### src/rtl/fft_frame_packer_pkg.sv
// Shared sizes and field positions for the FFT frame packer.
// Sample word carries re in the upper half and im in the lower half.
package fft_frame_packer_pkg;

  localparam int N_BINS   = 16;
  localparam int BIN_W    = 4;
  localparam int SAMPLE_W = 32;
  localparam int MAG_W    = 32;
  localparam int COMP_W   = 16;

  localparam int RE_MSB = 31;
  localparam int RE_LSB = 16;
  localparam int IM_MSB = 15;
  localparam int IM_LSB = 0;

  typedef struct packed {
    logic [BIN_W-1:0] slot;
    logic             err;
  } slot_tag_t;

endpackage

### src/rtl/fft_frame_packer_bin_magnitude.sv
// Registered magnitude of one complex bin: power (MAG_MODE=1) or L1 (MAG_MODE=0).
// The output register only loads when i_en is high, so it holds through input bubbles.
module bin_magnitude
  import fft_frame_packer_pkg::*;
#(
  parameter int MAG_MODE = 1
) (
  input  logic                clk,
  input  logic                i_en,
  input  logic [SAMPLE_W-1:0] i_sample,
  output logic [MAG_W-1:0]    o_mag
);

  logic signed [COMP_W-1:0] w_re;
  logic signed [COMP_W-1:0] w_im;
  logic        [MAG_W-1:0]  w_mag;

  assign w_re = i_sample[RE_MSB:RE_LSB];
  assign w_im = i_sample[IM_MSB:IM_LSB];

  generate
    if (MAG_MODE == 1) begin : g_power
      logic signed [MAG_W-1:0] w_re_x;
      logic signed [MAG_W-1:0] w_im_x;
      logic signed [MAG_W-1:0] w_re_sq;
      logic signed [MAG_W-1:0] w_im_sq;

      assign w_re_x  = {{(MAG_W-COMP_W){w_re[COMP_W-1]}}, w_re};
      assign w_im_x  = {{(MAG_W-COMP_W){w_im[COMP_W-1]}}, w_im};
      assign w_re_sq = w_re_x * w_re_x;
      assign w_im_sq = w_im_x * w_im_x;
      // Each square is at most 2^30, so the unsigned sum never exceeds 2^31.
      assign w_mag   = $unsigned(w_re_sq) + $unsigned(w_im_sq);
    end else begin : g_l1
      logic [COMP_W:0] w_abs_re;
      logic [COMP_W:0] w_abs_im;

      // One extra bit so that |-32768| = 32768 is representable.
      assign w_abs_re = w_re[COMP_W-1] ? ((COMP_W+1)'(0) - {w_re[COMP_W-1], w_re})
                                       : {1'b0, w_re};
      assign w_abs_im = w_im[COMP_W-1] ? ((COMP_W+1)'(0) - {w_im[COMP_W-1], w_im})
                                       : {1'b0, w_im};
      assign w_mag    = {{(MAG_W-COMP_W-1){1'b0}}, w_abs_re}
                      + {{(MAG_W-COMP_W-1){1'b0}}, w_abs_im};
    end
  endgenerate

  always_ff @(posedge clk) begin
    if (i_en) begin
      o_mag <= w_mag;
    end
  end

endmodule

### src/rtl/fft_frame_packer.sv
// Packs 16 complex FFT bins into a frame of magnitudes; 3-cycle pipeline, one
// fft_valid pulse per completed frame, partial frames cut by in_sop flagged on frame_err.
module fft_frame_packer
  import fft_frame_packer_pkg::*;
#(
  parameter int MAG_MODE = 1
) (
  input  logic                clk,
  input  logic                rst,
  input  logic                in_valid,
  input  logic                in_sop,
  input  logic [SAMPLE_W-1:0] in_data,
  output logic                fft_valid,
  output logic [MAG_W-1:0]    fft_d0,
  output logic [MAG_W-1:0]    fft_d1,
  output logic [MAG_W-1:0]    fft_d2,
  output logic [MAG_W-1:0]    fft_d3,
  output logic [MAG_W-1:0]    fft_d4,
  output logic [MAG_W-1:0]    fft_d5,
  output logic [MAG_W-1:0]    fft_d6,
  output logic [MAG_W-1:0]    fft_d7,
  output logic [MAG_W-1:0]    fft_d8,
  output logic [MAG_W-1:0]    fft_d9,
  output logic [MAG_W-1:0]    fft_d10,
  output logic [MAG_W-1:0]    fft_d11,
  output logic [MAG_W-1:0]    fft_d12,
  output logic [MAG_W-1:0]    fft_d13,
  output logic [MAG_W-1:0]    fft_d14,
  output logic [MAG_W-1:0]    fft_d15,
  output logic                frame_err
);

  logic [BIN_W-1:0]    r_slot;
  logic [BIN_W-1:0]    w_slot;
  logic                w_sop_err;

  logic                r_s1_vld;
  slot_tag_t           r_s1_tag;
  logic [SAMPLE_W-1:0] r_s1_sample;

  logic                r_s2_vld;
  slot_tag_t           r_s2_tag;
  logic [MAG_W-1:0]    w_mag;
  logic                w_last;

  logic [MAG_W-1:0]    r_work [N_BINS];
  logic [MAG_W-1:0]    r_bank [N_BINS];

  // A qualified sop restarts the frame at slot 0; a nonzero count means the
  // frame in progress is abandoned.
  assign w_slot    = in_sop ? '0 : r_slot;
  assign w_sop_err = in_sop && (r_slot != '0);

  always_ff @(posedge clk) begin
    if (rst) begin
      r_slot <= '0;
    end else if (in_valid) begin
      r_slot <= w_slot + BIN_W'(1);
    end
  end

  // S1: capture sample and its slot; data holds across bubbles.
  always_ff @(posedge clk) begin
    if (rst) begin
      r_s1_vld <= 1'b0;
    end else begin
      r_s1_vld <= in_valid;
    end
  end

  always_ff @(posedge clk) begin
    if (in_valid) begin
      r_s1_tag    <= '{slot: w_slot, err: w_sop_err};
      r_s1_sample <= in_data;
    end
  end

  // S2: magnitude register lives inside bin_magnitude.
  bin_magnitude #(
    .MAG_MODE (MAG_MODE)
  ) u_bin_magnitude (
    .clk      (clk),
    .i_en     (r_s1_vld),
    .i_sample (r_s1_sample),
    .o_mag    (w_mag)
  );

  always_ff @(posedge clk) begin
    if (rst) begin
      r_s2_vld <= 1'b0;
    end else begin
      r_s2_vld <= r_s1_vld;
    end
  end

  always_ff @(posedge clk) begin
    if (r_s1_vld) begin
      r_s2_tag <= r_s1_tag;
    end
  end

  // S3: write working buffer; slot 15 publishes the whole frame.
  assign w_last = r_s2_vld && (r_s2_tag.slot == BIN_W'(N_BINS-1));

  always_ff @(posedge clk) begin
    if (r_s2_vld) begin
      r_work[r_s2_tag.slot] <= w_mag;
    end
  end

  always_ff @(posedge clk) begin
    if (rst) begin
      for (int i = 0; i < N_BINS; i++) begin
        r_bank[i] <= '0;
      end
      fft_valid <= 1'b0;
      frame_err <= 1'b0;
    end else begin
      if (w_last) begin
        for (int i = 0; i < N_BINS; i++) begin
          r_bank[i] <= (i == N_BINS-1) ? w_mag : r_work[i];
        end
      end
      fft_valid <= w_last;
      frame_err <= r_s2_vld && r_s2_tag.err;
    end
  end

  assign fft_d0  = r_bank[0];
  assign fft_d1  = r_bank[1];
  assign fft_d2  = r_bank[2];
  assign fft_d3  = r_bank[3];
  assign fft_d4  = r_bank[4];
  assign fft_d5  = r_bank[5];
  assign fft_d6  = r_bank[6];
  assign fft_d7  = r_bank[7];
  assign fft_d8  = r_bank[8];
  assign fft_d9  = r_bank[9];
  assign fft_d10 = r_bank[10];
  assign fft_d11 = r_bank[11];
  assign fft_d12 = r_bank[12];
  assign fft_d13 = r_bank[13];
  assign fft_d14 = r_bank[14];
  assign fft_d15 = r_bank[15];

endmodule
### config.mk
export PLATFORM = sky130hd
export DESIGN_NAME = fft_frame_packer
export DESIGN_NICKNAME = d
export VERILOG_FILES = /design/src/rtl/fft_frame_packer_pkg.sv /design/src/rtl/fft_frame_packer_bin_magnitude.sv /design/src/rtl/fft_frame_packer.sv
export SDC_FILE = /design/constraint.sdc
export NUM_CORES = 2
export LEC_CHECK = 0
export ABC_AREA = 0
export CAP_MARGIN = 20
export CORE_ASPECT_RATIO = 0.7
export CORE_MARGIN = 4
export CORE_UTILIZATION = 62
export CTS_BUF_LIST = sky130_fd_sc_hd__clkbuf_16
export DETAILED_ROUTE_END_ITERATION = 8
export PLACE_DENSITY_LB_ADDON = 0.08
export SLEW_MARGIN = 20
export SYNTH_ARGS = -nofsm -noshare
export SYNTH_HDL_FRONTEND = slang
export SYNTH_HIERARCHICAL = 1
export SYNTH_SLANG_ARGS = --single-unit
### constraint.sdc
create_clock -name clk -period 40.4 [get_ports clk]
set_clock_uncertainty 0.2 [all_clocks]
set_input_delay 8.08 -clock clk [delete_from_list [all_inputs] [get_ports clk]]
set_output_delay 8.08 -clock clk [all_outputs]
set_load 0.05 [all_outputs]
==> reports/metrics.cfg <==
[status]
status=completed

[cts]
clockRootBuffer=clkbuf_16
cts_resized=0
hold_buffers=0
clk_pin_slew_ns=0.07
cts.sinks=1074
htree_levels=3
cts_tree=yes
numCtsBuffers=96
clock_path_buffers=3
postCtsSetupRepairBufs=0
clkLatencyLatePin_ns=0.68

[logic_synthesis]
synthMuxAreaShare_pct=0.06076
synth-simple-area-share_pct=9.502
synth_most_common_cell=edfxtp_1
ys_seq_elements=1074
synthTopCellsByArea=edfxtp_1 (60%), fa_1 (20%), and2_1 (4.9%), inv_1 (4.6%), ha_1 (3.4%)
yosys-top-cells-count=edfxtp_1 (1,066), inv_1 (653), fa_1 (522)
synth_compound_area_share_pct=0.9932
synth_area_sq_um=53540
synth_edf_count=1066
synth_top_cell_area_share_pct=59.79
synth_xor_area_share_pct=0.9652
synth_top_family_by_area=adder cells
syn_avg_cell_area_sq_um=15.14
syn_inst=3536
seq_area_frac_synth_pct=60.09
ys.flop_type=edfxtp_1
syn_nets=4241
ys_async_sr_fraction_pct=0
synth_warnings=6
synthAdderAreaFrac_pct=22.95
yosys.area.top_type=edfxtp_1
synth_cell_types=60

[routing]
drc_errors=0
viasPerCell=5.300
wl_per_cell_microns=23.74
firstDrtPassIters=5
drt-met1-wl_microns=51640
detail-route-antenna-nets=0
dr_wl_met3_microns=11890
drt-total-wl_microns=127000
initialDrtViolationCount=2823
wl_met2_microns=59310
top_layer=met4
vias=28349

[timing]
fin_crit_ns=10.31
slew_violations=0
grt_setup_unrepaired=false
tightest_slew_ns=1.162
hold_viol=0
setup_tns_ns=0
final.setup.worst_slack_ns=30.09
max_freq_ghz=0.09696
finalSetupViolations=0
fin_crit_sh_pct=25.53
maxSlewHeadroom_pct=22.54

[worst_setup_path]
required_ns=32.12
worst-path-buf-inv=1
crit_type=register to output port
cp-end-kind=output port
path_cells=clkdlybuf4s50_1
cpLargestDelayFamily=buffers and inverters
start_kind=register
cpMaxStageDelayCell=clkdlybuf4s50_1
arrival_ns=2.03
critPathMaxStageDelay_ns=0.85
cp_max_fo=1

[die]
die_area_sq_um=91190
die_w_microns=359.2
die_h_microns=253.9
rows=89
io_pins=550
core_area_sq_um=84970
initial_utilization_pct=63.01

[min_path]
hold_path_class=register to register

[global_route]
grt_use_total_pct=28.33
overflow=0
grt_pass1_wl_microns=188500
grt_pass1_vias=29004
grt_max_degree=318
antenna_found_initial=8

[cells_and_area]
antenna_cells=0
synthToLayoutAreaGrowth_pct=19.17
drive_gt1_share_pct=5.342
fin_nets=4834

[place]
gp_congestion=0.9004
hpwl_microns=89320
dp_slack_ns=29.40
port_buffers=549

[run]
maxCapViolations=0

[state kept, by name, indices dropped and copies added (netlist names), 4 cells and up]
register / flops
r_bank: 512
r_s1_sample: 32
r_s1_tag: 5
r_s2_tag: 5
r_slot: 4
r_work: 480
u_bin_magnitude/o_mag: 32
[final cells by class]
class | instances | area [sq um]
flip-flops and latches | 1074 | 32170
fillers | 5198 | 21170
multi-input cells | 1703 | 18570
repair buffers | 600 | 6036
inverters | 654 | 2455
clock buffers | 98 | 2452
well taps | 1137 | 1423
clock inverters | 83 | 690.7
[path summary, 6_finish.rpt]
kind                  start                         to  slack [ns]  depth (start not counted)
max          r_bank[1][138]                fft_d12[10]       30.09                          1
min             r_s1_tag[3]                r_s2_tag[3]        0.21                          0
max reg2reg  r_s1_sample[1]  u_bin_magnitude/o_mag[31]       32.01                         25
min reg2reg     r_s1_tag[3]                r_s2_tag[3]        0.21                          0
[metrics by stage]
stage	area [sq um]	instances	util [%]	hold slack, ns
3_5_place_dp	60520	5163	71.23	0.2081
2_1_floorplan	53540	3536	-	0.2003
5_1_grt	63800	5349	75.09	0.2150
6_report	63800	5349	75.09	0.2125
4_1_cts	63670	5344	74.93	0.2053
3_3_place_gp	60470	5159	71.17	0.2014
[cells in the final DEF (no fill, tap or decap), types with 6 or more instances in the layout]
master,instances
a21o_1,13
a21oi_1,29
and2_1,417
buf_4,38
bufinv_16,7
clkbuf_16,98
clkdlybuf4s50_1,547
clkinv_1,27
clkinv_2,18
dfxtp_1,7
edfxtp_1,1066
fa_1,522
ha_1,147
inv_1,672
nand2_1,148
nand2b_1,6
nand3_1,9
nor2_1,47
nor2_4,11
nor2b_1,216
o21ai_0,8
xnor2_1,48
xor2_1,11
[metal layers]
| layer | vias to the layer above | global-route usage (%) |
|---|---|---|
| met5 | - | 0 |
| met4 | 0 | 8.450 |
| met3 | 181 | 6.507 |
| met2 | 1245 | 44.39 |
| met1 | 14358 | 40.70 |
| li1 | 12565 | - |
[cell families after synthesis]
kind of cell / Yosys count
multiplexers: 3
AND/OR/NAND/NOR: 891
AO/OA/AOI/OAI: 81
flip-flops: 1074
XOR/XNOR: 59
adder cells (fa/ha/maj): 669
buffers and inverters: 759
Power is left out: the tool's default activity adds up to more than one toggle a clock period on the data nets, which glitch-free logic cannot reach.
